[config.mk]
export PLATFORM = sky130hd
export DESIGN_NAME = vga_sync_gen
export DESIGN_NICKNAME = d
export VERILOG_FILES = /design/src/rtl/vga_sync_gen.sv
export SDC_FILE = /design/constraint.sdc
export NUM_CORES = 1
export LEC_CHECK = 0
export ABC_CLOCK_PERIOD_IN_PS = 2880
export BUFFER_PORTS_ARGS = -buffer_cell sky130_fd_sc_hd__buf_4
export CORE_MARGIN = 2
export CORE_UTILIZATION = 55
export DETAILED_ROUTE_END_ITERATION = 8
export MAX_ROUTING_LAYER = met4
export PLACE_DENSITY = 0.76
export SETUP_SLACK_MARGIN = 0.5
export SLEW_MARGIN = 15
export SYNTH_ARGS = -nofsm -noshare
export SYNTH_HDL_FRONTEND = slang
export SYNTH_SLANG_ARGS = --single-unit
export TNS_END_PERCENT = 10
[constraint.sdc]
create_clock -name clk -period 2.88 [get_ports clk]
set_input_delay 0.288 -clock clk [delete_from_list [all_inputs] [get_ports clk]]
set_output_delay 0.288 -clock clk [all_outputs]
set_load 0.02 [all_outputs]
[src/rtl/vga_sync_gen.sv]
// 640x480@60 VGA raster timing: pixel-enable divider, h/v counters, registered decode.
// Latency: outputs describe the new pixel on the same edge the counters advance.
// Backpressure: none; consumers sample x/y/DE continuously and gate on DE.
module vga_sync_gen #(
    parameter int unsigned CLK_DIV   = 4,
    parameter int unsigned H_VISIBLE = 640,
    parameter int unsigned H_FP      = 16,
    parameter int unsigned H_SYNC    = 96,
    parameter int unsigned H_BP      = 48,
    parameter int unsigned V_VISIBLE = 480,
    parameter int unsigned V_FP      = 10,
    parameter int unsigned V_SYNC    = 2,
    parameter int unsigned V_BP      = 33
) (
    input  logic       clk,
    input  logic       reset_n,
    output logic       pix_tick,
    output logic [9:0] x,
    output logic [9:0] y,
    output logic       DE,
    output logic       h_sync,
    output logic       v_sync,
    output logic       frame_start
);

    localparam int unsigned H_TOTAL = H_VISIBLE + H_FP + H_SYNC + H_BP;
    localparam int unsigned V_TOTAL = V_VISIBLE + V_FP + V_SYNC + V_BP;

    localparam logic [3:0] DIV_LAST = 4'(CLK_DIV - 1);
    localparam logic [9:0] H_LAST   = 10'(H_TOTAL - 1);
    localparam logic [9:0] V_LAST   = 10'(V_TOTAL - 1);
    localparam logic [9:0] H_VIS    = 10'(H_VISIBLE);
    localparam logic [9:0] V_VIS    = 10'(V_VISIBLE);
    localparam logic [9:0] HS_BEG   = 10'(H_VISIBLE + H_FP);
    localparam logic [9:0] HS_END   = 10'(H_VISIBLE + H_FP + H_SYNC);
    localparam logic [9:0] VS_BEG   = 10'(V_VISIBLE + V_FP);
    localparam logic [9:0] VS_END   = 10'(V_VISIBLE + V_FP + V_SYNC);

    logic [3:0] div_cnt;
    logic [9:0] h_cnt;
    logic [9:0] v_cnt;
    logic [9:0] hn;
    logic [9:0] vn;
    logic       tick;
    logic       h_wrap;

    // Outputs decode the next position so every output lands on the same pixel.
    always_comb begin
        tick   = (div_cnt == DIV_LAST);
        h_wrap = (h_cnt == H_LAST);
        hn     = h_wrap ? 10'd0 : h_cnt + 10'd1;
        vn     = v_cnt;
        if (h_wrap) begin
            vn = (v_cnt == V_LAST) ? 10'd0 : v_cnt + 10'd1;
        end
    end

    // Counters reset to the last raster position so the first tick enters (0,0).
    always_ff @(posedge clk or negedge reset_n) begin
        if (!reset_n) begin
            div_cnt     <= 4'd0;
            h_cnt       <= H_LAST;
            v_cnt       <= V_LAST;
            pix_tick    <= 1'b0;
            frame_start <= 1'b0;
            x           <= 10'd0;
            y           <= 10'd0;
            DE          <= 1'b0;
            h_sync      <= 1'b1;
            v_sync      <= 1'b1;
        end else begin
            div_cnt     <= tick ? 4'd0 : div_cnt + 4'd1;
            pix_tick    <= tick;
            frame_start <= tick && (hn == 10'd0) && (vn == 10'd0);
            if (tick) begin
                h_cnt  <= hn;
                v_cnt  <= vn;
                x      <= hn;
                y      <= vn;
                DE     <= (hn < H_VIS) && (vn < V_VIS);
                h_sync <= !((hn >= HS_BEG) && (hn < HS_END));
                v_sync <= !((vn >= VS_BEG) && (vn < VS_END));
            end
        end
    end

endmodule
# Word level (Yosys, flattened, before mapping)
# Index checks and enable logic that the tools add are counted.
# op_classes
add_sub_neg	3
n_lt_le_gt_ge	6
n_eq_ne	3
muxes	4
n_reduce_logical	9
# ops
op	n
10-bit 2-to-1 mux	3
10-bit by 1-bit adder with 10-bit output, second input constant	2
10-bit == test, second input constant	2
10-bit logical NOT	2
10-bit < comparator, second input constant	2
10-bit by 9-bit < comparator with 1-bit output, second input constant	2
10-bit >= comparator, second input constant	1
10-bit by 9-bit >= comparator with 1-bit output, second input constant	1
1-bit logical AND	5
4-bit by 1-bit adder with 4-bit output, second input constant	1
4-bit by 2-bit == test with 1-bit output, second input constant	1
4-bit 2-to-1 mux	1
1-bit logical NOT	2
# word_totals
ff_bits	49
output_inout_bits	25
elab_cells	35

# Logic depth before layout (Yosys ltp)
# depth
word_depth	6
mapped_depth	9
depth_no_buf	8

# Worst setup path after synthesis
# No wires, ideal clock.
# synth_path
path_type	reg-to-reg
startpoint	register h_cnt[0]
endpoint	register DE
arrival_time_ps	2132
t_required_ps	2753
path_slack_ps	621
path_stages_with_launch	10
path_buffers	2
period_less_slack_ps	2259
path_cell_list	dfstp_2 -> ha_1 -> and4_1 -> buf_6 -> nand3_4 -> buf_6 -> nor4_2 -> nor2_1 -> o41ai_1 -> o21ai_1
# synth_between
elab_chain_cells	4
word_cells_on_any_way	7
classes_between	1 x add/sub; 2 x order compare; 1 x eq/ne; 2 x mux; 1 x reduce/logical
# synth_rtl
item	line	rtl
from (decl)	40	logic [9:0] h_cnt;
from (signal assigned)	76	h_cnt <= hn;
10-bit by 1-bit adder with 10-bit output or 10-bit == test (tied branches)	51, 50	
10-bit 2-to-1 mux (on tied branches)	51, 53	
10-bit < comparator or 10-bit by 9-bit < comparator with 1-bit output (tied branches)	80	DE <= (hn < H_VIS) && (vn < V_VIS);
1-bit logical AND (*)	80	
to (signal assigned)	80	
to (decl)	20	output logic DE,
# Mark *: on every way between the ends. The rest lies on a longest branch, timed or not.
# A chain may end at the register's enable or synchronous reset.

# Final worst setup path
# layout_path
startpoint	register h_cnt[0]
endpoint	register frame_start
# layout_between
elab_chain_cells	5
word_cells_on_any_way	8
classes_between	1 x add/sub; 1 x eq/ne; 2 x mux; 4 x reduce/logical
# layout_rtl
item	line	rtl
10-bit by 1-bit adder with 10-bit output or 10-bit == test (tied branches)	51, 50	
10-bit 2-to-1 mux	51	hn = h_wrap ? 10'd0 : h_cnt + 10'd1;
10-bit logical NOT	74	frame_start <= tick && (hn == 10'd0) && (vn == 10'd0);
1-bit logical AND	74	
1-bit logical AND (*)	74	
to (signal assigned)	74	
to (decl)	23	output logic frame_start
# Marked as above.

==> results by group <==
Floorplan
  – Top Ports: 27
  – DIE AREA: 4690 µm²
  – Row count: 23
  – Die width: 68.5 µm
  – Die Y: 68.5 µm
  – Initial cell density of the core: 0.572
  – Core area: 4000 µm²

Timing
  – Worst slew pin tran: 0.639 ns
  – Tcrit/Tclk final: 0.796
  – Hold Violations, Final: 0
  – Min cycle time layout: 2.29 ns
  – RSZ-0062 raised after global routing: true
  – Setup TNS: 0 ns
  – F_max: 436 MHz
  – Fin Clk Skew: 0.00584 ns
  – Fin. max-slew vios: 0
  – Final setup fails: 0
  – Slew HR: 0.568

Global route
  – GRT Util Overall: 0.254
  – Vias in the first global route: 1751
  – Pin count of the biggest net entering global routing: 40
  – Initial antenna violation count: 0
  – Congestion Overflow GR: 0
  – First-pass GRT wire length: 8480 µm

Critical path
  – Setup crit start: h_cnt[0]
  – Crit. End Element: register
  – CP Launch Type: register
  – Crit Path Class: register to register
  – Crit path largest cell delay: 0.61 ns
  – Crit path arrival time: 2.49 ns
  – Crit path max fanout: 6
  – CP Cell Sequence: ha_4 -> nand4_1 -> or3_1 -> o211ai_1 -> a21boi_1 -> nand4_1 -> nor4_2
  – Worst path required time: 3.08 ns
  – Most used cell, CP: nand4_1
  – RR Startpoint: h_cnt[0]
  – Crit-path slowest cell: dfstp_2

Route
  – Wire length on met1: 2440 µm
  – Drt drc: 0
  – DRT Pass-1 Iters: 5
  – Metal2 WL: 2570 µm
  – Antenna viol nets, final: 0
  – Max Used Layer: met4
  – WL met3: 196 µm
  – Average wire per standard cell: 16.7 µm
  – First-iteration detailed-routing DRC count: 159
  – Vias per inst: 5.94
  – Total Wirelength: 5300 µm
  – Vias post-DR: 1883

Synthesis
  – Synth Area per Inst: 9.45 µm²
  – Area leader, netlist: dfrtp_1
  – Ys flop type: dfrtp_1
  – Synth unique cells: 55
  – Syn Std Cell Area: 2290 µm²
  – Synth area leaders: dfrtp_1 30%, dfstp_2 14%, buf_4 4.3%
  – FFs w/ async S/R, synth: 1.00
  – Sequential area share after synthesis: 0.433
  – Post-synthesis cell count: 242
  – Count leader, synth: dfrtp_1
  – Post-synth EDFFs: 0
  – Most frequent cells after synthesis: 27 x dfrtp_1, 22 x nand2_1, 22 x nor2_1
  – Synth Warn #: 0
  – Post-Syn Nets: 249
  – Yosys top cell area share: 0.295
  – Flops & latches, synth: 39

Worst hold path
  – Min-Delay Startpoint: div_cnt[0]
  – Hold Path Class: register to register

CTS
  – CTS tree: yes
  – Maximum clock path buffer count: 2
  – H-tree Lvls: 2
  – Clk_lat worst skew: 0.29 ns
  – CTS Sinks: 39
  – CTS clk-pin slew, worst paths: 0.08 ns
  – Root buffer cell: clkbuf_8
  – CTS Buf Count: 5

Cells and area
  – # nets final: 273
  – Ant. Diodes: 0
  – Post-route design area: 2660 µm²
  – Area growth, synth to finish: 16.1%
  – Layout cells sized above 1: 0.296

Outcome
  – Outcome: finished, final reports clean

Flow run
  – Max_cap viols: 0

Placed design
  – Final Wtd Congestion: 0.909
  – Detail Placement HPWL: 3630 µm
  – Placed instance area: 2410 µm²
  – Port Buf Inserts: 26

Power
  – Worst ir drop on vdd: 0.323 mV
  – Leakage power: 1.14 nW
  – Cell area power density: 367 nW/µm²
-- layer usage --
metal | global-route usage | vias up
met2 | 0.399 | 64
met4 | 0.0825 | 0
met1 | 0.335 | 902
met3 | 0.0378 | 14
met5 | - | -
li1 | - | 903
-- kinds of logic (layout without fill, tap and decap cells) --
group           after synthesis  in the layout  synth area share
simple gates                101            101             0.240
buf+inv                      29             54            0.0777
mux                           2              2           0.00985
compound gates               52             52             0.159
fa+ha+maj                     5              5            0.0274
xor+xnor                     14             14            0.0536
flops                        39             39             0.433
-- cell type report --
class	count	area, µm²
clock buffer	7	96.3
timing repair buffer	39	308
sequential	39	993
inverter	7	26.3
clock inverter	1	7.51
tap	50	62.6
fill	323	1340
multi-input combinational	174	1160
-- timing repair --
item                                    in CTS  in global routing
hold buffers                                 1                  0
endpoints found under the hold margin       27                  0
pin swaps                                    0                  1
endpoints found under the setup margin       9                  4
gates resized for setup                      7                  6
setup buffers                                4                  6
-- path summary, 6_finish.rpt --
kind	endpoint	slack (ns)	depth (start not counted)
setup reg to reg	frame_start	0.59	7
setup / recovery	frame_start	0.59	7
max in group asynchronous	h_cnt[0]	2.01	2
min in group asynchronous	y[3]	0.51	2
hold reg to reg	div_cnt[0]	0.47	1
hold / removal	div_cnt[0]	0.47	1
-- critical path, delay by kind of cell, from the launching register on --
family	cells	cell delay, ns
adder cells (fa/ha/maj)	1	0.18
AND/OR/NAND/NOR	4	1.00
AO/OA/AOI/OAI	2	0.42
flip-flops	1	0.61
-- cell usage in the layout, fill, tap and decap left out, types with 2 or more instances in the layout --
master	netlist	final
nand2_1	22	22
dfrtp_1	27	25
o21ai_0	13	13
buf_4	13	37
nor4_1	5	2
and3_1	4	3
nor3_1	8	7
xor2_1	3	3
nor4_2	1	4
nor3b_1	3	3
o21ai_1	3	3
inv_1	7	7
nand3_1	13	13
nand4_1	7	7
ha_1	5	4
nor3_2	1	2
a21oi_1	6	6
xnor2_1	11	11
a21o_1	4	4
clkbuf_8	0	7
a21boi_1	1	2
nor2_1	22	22
o21a_1	2	2
a21boi_0	4	3
o211ai_1	2	2
nand3b_1	2	2
or2_2	2	2
a311o_1	2	2
and3b_1	2	2
dfrtp_2	0	2
mux2_2	2	2
o31ai_1	3	3
dfstp_2	12	12
a31oi_1	2	2
-- state kept, by name (all words and copies together) (netlist names) --
| register | flops |
|---|---|
| h_cnt | 7 |
| v_cnt | 3 |
| v_sync | 1 |
| x | 10 |
| h_sync | 1 |
| div_cnt | 4 |
| frame_start | 1 |
| y | 10 |
| pix_tick | 1 |
| DE | 1 |
-- through the flow --
step	std cells	total power [mW]	util	hold WS, ns	worst slack (ns)
CTS	311	0.981	0.645	0.473	0.509
finish	317	0.974	0.664	0.470	0.588
floorplan	242	0.558	-	-0.00759	0.621
global route	317	1.00	0.664	0.493	0.452
detailed placement	298	0.570	0.602	0.288	0.235
global placement	298	0.570	0.602	0.277	0.339
-- where the power goes --
group	switching [mW]	leakage, nW	total [mW]	internal (mW)
combinational	0.0104	0.607	0.0121	0.00180
sequential	0	0.479	0.548	0.548
clock	0.196	0.0505	0.414	0.218
total	0.206	1.14	0.974	0.768
Note: power is estimated with default switching activity, not from simulation.
